**config.mk**
```make
export PLATFORM = sky130hd
export DESIGN_NAME = ps2_byte_receiver_flat
export DESIGN_NICKNAME = d
export VERILOG_FILES = /design/src/rtl/ps2_byte_receiver_if.sv /design/src/rtl/ps2_byte_receiver.sv /design/src/flat_wrapper.sv
export SDC_FILE = /design/constraint.sdc
export NUM_CORES = 1
export LEC_CHECK = 0
export CORE_UTILIZATION = 61
export CTS_BUF_LIST = sky130_fd_sc_hd__clkbuf_4 sky130_fd_sc_hd__clkbuf_8
export CTS_CLUSTER_DIAMETER = 200
export DETAILED_ROUTE_END_ITERATION = 16
export PLACE_DENSITY = 0.92
export SYNTH_ARGS = -nofsm -noshare
export SYNTH_HDL_FRONTEND = slang
export SYNTH_SLANG_ARGS = --single-unit
```
**constraint.sdc**
```tcl
create_clock -name CLK -period 2.3 [get_ports CLK]
set_input_delay 0.23 -clock CLK [delete_from_list [all_inputs] [get_ports CLK]]
set_output_delay 0.23 -clock CLK [all_outputs]
set_load 0.02 [all_outputs]
```
**src/rtl/ps2_byte_receiver_if.sv**
```systemverilog
// Byte-side handshake between the PS/2 receiver and the mouse master FSM.
// The master drives READ_ENABLE. The receiver returns each byte, its error code
// and a one-cycle ready strobe.
interface ps2_byte_receiver_if;
  logic       READ_ENABLE;
  logic [7:0] BYTE_READ;
  logic [1:0] BYTE_ERROR_CODE;
  logic       BYTE_READY;

  modport master (
    output READ_ENABLE,
    input  BYTE_READ,
    input  BYTE_ERROR_CODE,
    input  BYTE_READY
  );

  modport slave (
    input  READ_ENABLE,
    output BYTE_READ,
    output BYTE_ERROR_CODE,
    output BYTE_READY
  );
endinterface

```
**src/rtl/ps2_byte_receiver.sv**
```systemverilog
// PS/2 device-to-host byte receiver: start, 8 data bits LSB first, odd parity, stop.
// The PS/2 clock line is shared with the transmitter, so it is only ever sampled here.
//
//   state  | meaning
//   IDLE   | waiting for a start bit (falling PS/2 clock with data low)
//   DATA   | shifting in data bits 0..7
//   PARITY | waiting for the parity bit
//   STOP   | waiting for the stop bit, then publish byte and strobe
module ps2_byte_receiver #(
  parameter int SYNC_STAGES    = 2,
  parameter int TIMEOUT_CYCLES = 100000
) (
  input  logic               CLK,
  input  logic               RESET,
  input  logic               CLK_MOUSE_IN,
  input  logic               DATA_MOUSE_IN,
  ps2_byte_receiver_if.slave bus
);

  localparam int TW = (TIMEOUT_CYCLES > 1) ? $clog2(TIMEOUT_CYCLES) : 1;
  localparam logic [TW-1:0] TIMEOUT_LAST = TW'(TIMEOUT_CYCLES - 1);

  typedef enum logic [3:0] {
    IDLE   = 4'b0001,
    DATA   = 4'b0010,
    PARITY = 4'b0100,
    STOP   = 4'b1000
  } state_t;

  logic [SYNC_STAGES-1:0] clk_sync;
  logic [SYNC_STAGES-1:0] data_sync;
  logic                   clk_hist;
  logic                   clk_s;
  logic                   data_s;
  logic                   fall;

  state_t                 state;
  logic [2:0]             bit_cnt;
  logic [TW-1:0]          timeout_cnt;
  logic [7:0]             shift_reg;
  logic                   parity_bit;

  assign clk_s  = clk_sync[SYNC_STAGES-1];
  assign data_s = data_sync[SYNC_STAGES-1];
  assign fall   = clk_hist & ~clk_s;

  // Synchronise both raw lines and keep one cycle of clock history; preset to idle-bus level.
  always_ff @(posedge CLK or negedge RESET) begin
    if (!RESET) begin
      clk_sync  <= '1;
      data_sync <= '1;
      clk_hist  <= 1'b1;
    end else begin
      clk_sync  <= {clk_sync[SYNC_STAGES-2:0], CLK_MOUSE_IN};
      data_sync <= {data_sync[SYNC_STAGES-2:0], DATA_MOUSE_IN};
      clk_hist  <= clk_s;
    end
  end

  // Frame FSM with registered outputs; disable beats timeout, timeout beats a falling edge.
  always_ff @(posedge CLK or negedge RESET) begin
    if (!RESET) begin
      state               <= IDLE;
      bit_cnt             <= '0;
      timeout_cnt         <= '0;
      shift_reg           <= '0;
      parity_bit          <= 1'b0;
      bus.BYTE_READ       <= 8'h00;
      bus.BYTE_ERROR_CODE <= 2'b00;
      bus.BYTE_READY      <= 1'b0;
    end else begin
      bus.BYTE_READY <= 1'b0;
      if (!bus.READ_ENABLE) begin
        state       <= IDLE;
        bit_cnt     <= '0;
        timeout_cnt <= '0;
      end else begin
        case (state)
          IDLE: begin
            timeout_cnt <= '0;
            if (fall && !data_s) begin
              state   <= DATA;
              bit_cnt <= '0;
            end
          end
          DATA, PARITY, STOP: begin
            if (timeout_cnt == TIMEOUT_LAST) begin
              state       <= IDLE;
              timeout_cnt <= '0;
            end else if (fall) begin
              timeout_cnt <= '0;
              case (state)
                DATA: begin
                  shift_reg[bit_cnt] <= data_s;
                  bit_cnt            <= bit_cnt + 3'd1;
                  if (bit_cnt == 3'd7) state <= PARITY;
                end
                PARITY: begin
                  parity_bit <= data_s;
                  state      <= STOP;
                end
                default: begin
                  bus.BYTE_READ          <= shift_reg;
                  bus.BYTE_ERROR_CODE[0] <= ~(^{shift_reg, parity_bit});
                  bus.BYTE_ERROR_CODE[1] <= ~data_s;
                  bus.BYTE_READY         <= 1'b1;
                  state                  <= IDLE;
                end
              endcase
            end else begin
              timeout_cnt <= timeout_cnt + TW'(1);
            end
          end
          default: begin
            state       <= IDLE;
            timeout_cnt <= '0;
          end
        endcase
      end
    end
  end

endmodule

```
**src/flat_wrapper.sv**
```systemverilog
// flat-port wrapper written by rule: the top's interface ports become plain ports
module ps2_byte_receiver_flat 
#(
  parameter int SYNC_STAGES    = 2,
  parameter int TIMEOUT_CYCLES = 100000
)
  (CLK, RESET, CLK_MOUSE_IN, DATA_MOUSE_IN, bus_READ_ENABLE, bus_BYTE_READ, bus_BYTE_ERROR_CODE, bus_BYTE_READY);
  ps2_byte_receiver_if bus_i ();
  input  logic CLK;
  input  logic RESET;
  input  logic CLK_MOUSE_IN;
  input  logic DATA_MOUSE_IN;
  input wire logic [$bits(bus_i.READ_ENABLE)-1:0] bus_READ_ENABLE;
  output wire logic [$bits(bus_i.BYTE_READ)-1:0] bus_BYTE_READ;
  output wire logic [$bits(bus_i.BYTE_ERROR_CODE)-1:0] bus_BYTE_ERROR_CODE;
  output wire logic [$bits(bus_i.BYTE_READY)-1:0] bus_BYTE_READY;
  assign bus_i.READ_ENABLE = bus_READ_ENABLE;
  assign bus_BYTE_READ = bus_i.BYTE_READ;
  assign bus_BYTE_ERROR_CODE = bus_i.BYTE_ERROR_CODE;
  assign bus_BYTE_READY = bus_i.BYTE_READY;
  ps2_byte_receiver #(.SYNC_STAGES(SYNC_STAGES), .TIMEOUT_CYCLES(TIMEOUT_CYCLES)) u_core (.CLK(CLK), .RESET(RESET), .CLK_MOUSE_IN(CLK_MOUSE_IN), .DATA_MOUSE_IN(DATA_MOUSE_IN), .bus(bus_i));
endmodule
```
==> out/results.tsv <==
stage	metric	value	unit
die	die width	64.7	µm
cells_and_area	share of cells above drive strength 1	20.2	%
synthesis	YS warnings	0	
timing	TNS Setup	0	ns
route	post-DR wirelength/cell	15.5	µm
cells_and_area	Finished Layout Cells	276	
synthesis	post-synth net total	213	
setup_path	r2r setup slk	0.15	ns
power_and_ir_drop	pwr/cell area	739	mW/mm²
synthesis	flops & latches, synth	49	
timing	Hold Fails Final Rpt	0	
die	die area	0.00419	mm²
global_route	pin count of the biggest net entering global routing	22	
timing	crit path time final	2.15	ns
synthesis	Mapped Cells	205	
setup_path	CP max FO	8	
power_and_ir_drop	Power Total	2.02	mW
die	core area	0.00372	mm²
synthesis	Area contributors post-synth	dfrtp_1, dfstp_2, mux2_2	
route	TritonRoute pass-1 iters	4	
place	GPL Wtd Cong	0.860	
setup_path	Setup CP Type	reg -> reg	
synthesis	Post-synth EDFFs	0	
synthesis	prevailing post-synth register cell	dfrtp_1	
cells_and_area	fin util	73.5	%
clocking	CTS tree	done	
timing	setup violators final	0	
timing	fmax	465	MHz
clocking	CTS sink count	49	
die	Die H	64.7	µm
clocking	worst-case clock buffer depth	2	
synthesis	ys async rst share	100	%
setup_path	slowest stage delay, CP	0.42	ns
synthesis	Distinct cells, synth	45	
power_and_ir_drop	worst ir drop on vdd	0.000495	V
synthesis	Yosys top cell area share	44.8	%
route	DRC viols	0	
global_route	vias in the first global route	1597	
cells_and_area	P&R area growth vs syn	13.8	%
timing	clock skew	0.00990	ns
die	# IOs	16	
die	Initial Utilization	64.6	%
setup_path	Worst setup EP type	register	
synthesis	sequential area share after synthesis	51.4	%
global_route	total track usage	23.1	%
setup_path	CP Launch Type	register	
clocking	postcts setup bufs	0	
run	number of max-cap violations	0	
place	Placed Instances	267	
setup_path	crit-path cells	ha_1 > and4_1 > nand4_2 > nand3_2 > or3_1 > mux2_1	
place	DP HPWL	2900	µm
clocking	CTS buffer count	5	
global_route	grt total ovfl	0	
die	Cell Rows	22	
timing	Slew Limit Fails	0	
synthesis	largest area contributor in the netlist	dfrtp_1	
clocking	H-Tree Depth	2	
route	vias per std cell	5.92	
setup_path	WP data arrival	2.34	ns
place	IO Port Bufs	15	
cells_and_area	Largest register FFs	17	
timing	Worst Max-Slew Pin Slew	0.450	ns
timing	RSZ-0062 raised after global routing	false	
cells_and_area	n_diodes	0	
setup_path	Worst Path Required	2.50	ns
status	status	finished clean	
global_route	first-pass GRT wire length	7260	µm
clocking	Worst-path clk slew	0.09	ns
route	post-route ant nets	0	
clocking	worst skew pair latency	0.31	ns
timing	fin crit share	93.5	%
cells_and_area	Layout Nets	235	
power_and_ir_drop	Leakage	1.20	nW
route	via count	1635	
synthesis	Mapped Area	0.00240	mm²
route	1st-iter DRT viols	59	
setup_path	crit path max-delay cell type	dfrtp_1	
route	routed wire length	4280	µm
synthesis	Synth Area per Inst	11.7	µm²
timing	normalized max-slew margin	70.0	%
clocking	Root Driver	clkbuf_8	
global_route	initial antenna violation count	0	
worst_hold_path	hold crit path type	in -> reg	
## metrics by stage
stage | hold WS [ns] | setup slack (ns) | instance area [µm²]
floorplan | -0.0656 | 0.280 | 2400
global placement | 0.203 | 0.237 | 2580
detailed placement | 0.205 | 0.157 | 2580
CTS | 0.319 | 0.143 | 2730
global route | 0.329 | 0.0532 | 2730
finish | 0.323 | 0.150 | 2730
## layout by cell type, fill, tap and decap left out, types with 7 or more instances in the layout
master,n
nand3_1,9
nor3_1,10
clkdlybuf4s50_1,14
xnor2_1,9
xor2_1,10
or3_1,7
a21oi_1,8
nor2_1,18
mux2_2,10
nand2_1,10
dfrtp_1,43
## critical path, delay by kind of cell, from the launching register on
kind,cells,cell delay [ns]
simple gates,4,1.04
flops,1,0.42
mux,1,0.33
fa+ha+maj,1,0.25
## per-layer routing
layer  global-route usage, %  share of wire, %  routed length [µm]
met4                    8.33               1.2                  52
met3                    4.40               3.5                 148
met5                       0                 0                   0
met1                    29.0                45                1930
met2                    39.3                50                2160
## logic make-up (layout without fill, tap and decap cells)
logic type                 Yosys count  in the layout  share of synthesized area (%)
and+or+nand+nor                     75             75                           18.0
DFF                                 49             49                           51.4
AOI/OAI and AO/OA                   25             25                           7.51
xor gates and xnor gates            20             20                           7.61
muxes                               20             20                           10.3
buffers and inverters               13             36                           3.70
adders and majority gates            3              3                           1.56
## cell usage after synthesis (2+ instances only)
master	number
or3_1	7
and3_1	3
dfstp_2	6
mux2_1	3
inv_1	6
nand2_1	10
dfrtp_1	43
o21ai_0	6
nand3_1	9
mux2_4	6
a21oi_1	8
nor3_1	10
clkbuf_1	2
mux2_2	10
buf_6	3
ha_1	3
xnor2_1	9
nor2_1	18
nand4_1	4
nand3_2	2
xor2_1	10
a22o_1	2
and4_1	2
nand2b_1	2
## final timing paths
path | cells past startpoint | from | to
max in group asynchronous | 3 | RESET | u_core.state[0]
hold / removal | 1 | CLK_MOUSE_IN | u_core.clk_sync[0]
setup reg to reg | 6 | u_core.timeout_cnt[0] | u_core.shift_reg[5]
min in group asynchronous | 2 | RESET | u_core.bus.BYTE_READ[3]
hold reg to reg | 0 | u_core.data_sync[0] | u_core.data_sync[1]
setup / recovery | 6 | u_core.timeout_cnt[0] | u_core.shift_reg[5]
## power breakdown
group | total, mW | switching [mW] | internal, mW
Clock | 0.726 | 0.289 | 0.437
Combinational | 0.303 | 0.161 | 0.142
Sequential | 0.988 | 0.0674 | 0.921
## final cells by class
| cell class | instances | area (µm²) |
|---|---|---|
| flip-flops and latches | 49 | 1230 |
| multi-input cells | 143 | 1080 |
| fillers | 241 | 983 |
| repair buffers | 22 | 200 |
| clock buffers | 5 | 68.8 |
| clock inverters | 3 | 68.8 |
| well taps | 48 | 60.1 |
| inverters | 6 | 22.5 |
## repair_timing
action / CTS / global route
resized for setup: 0 / 0
hold endpoints to repair: 19 / 0
hold buffers: 1 / 0
Power figures use the tool's default switching activity.
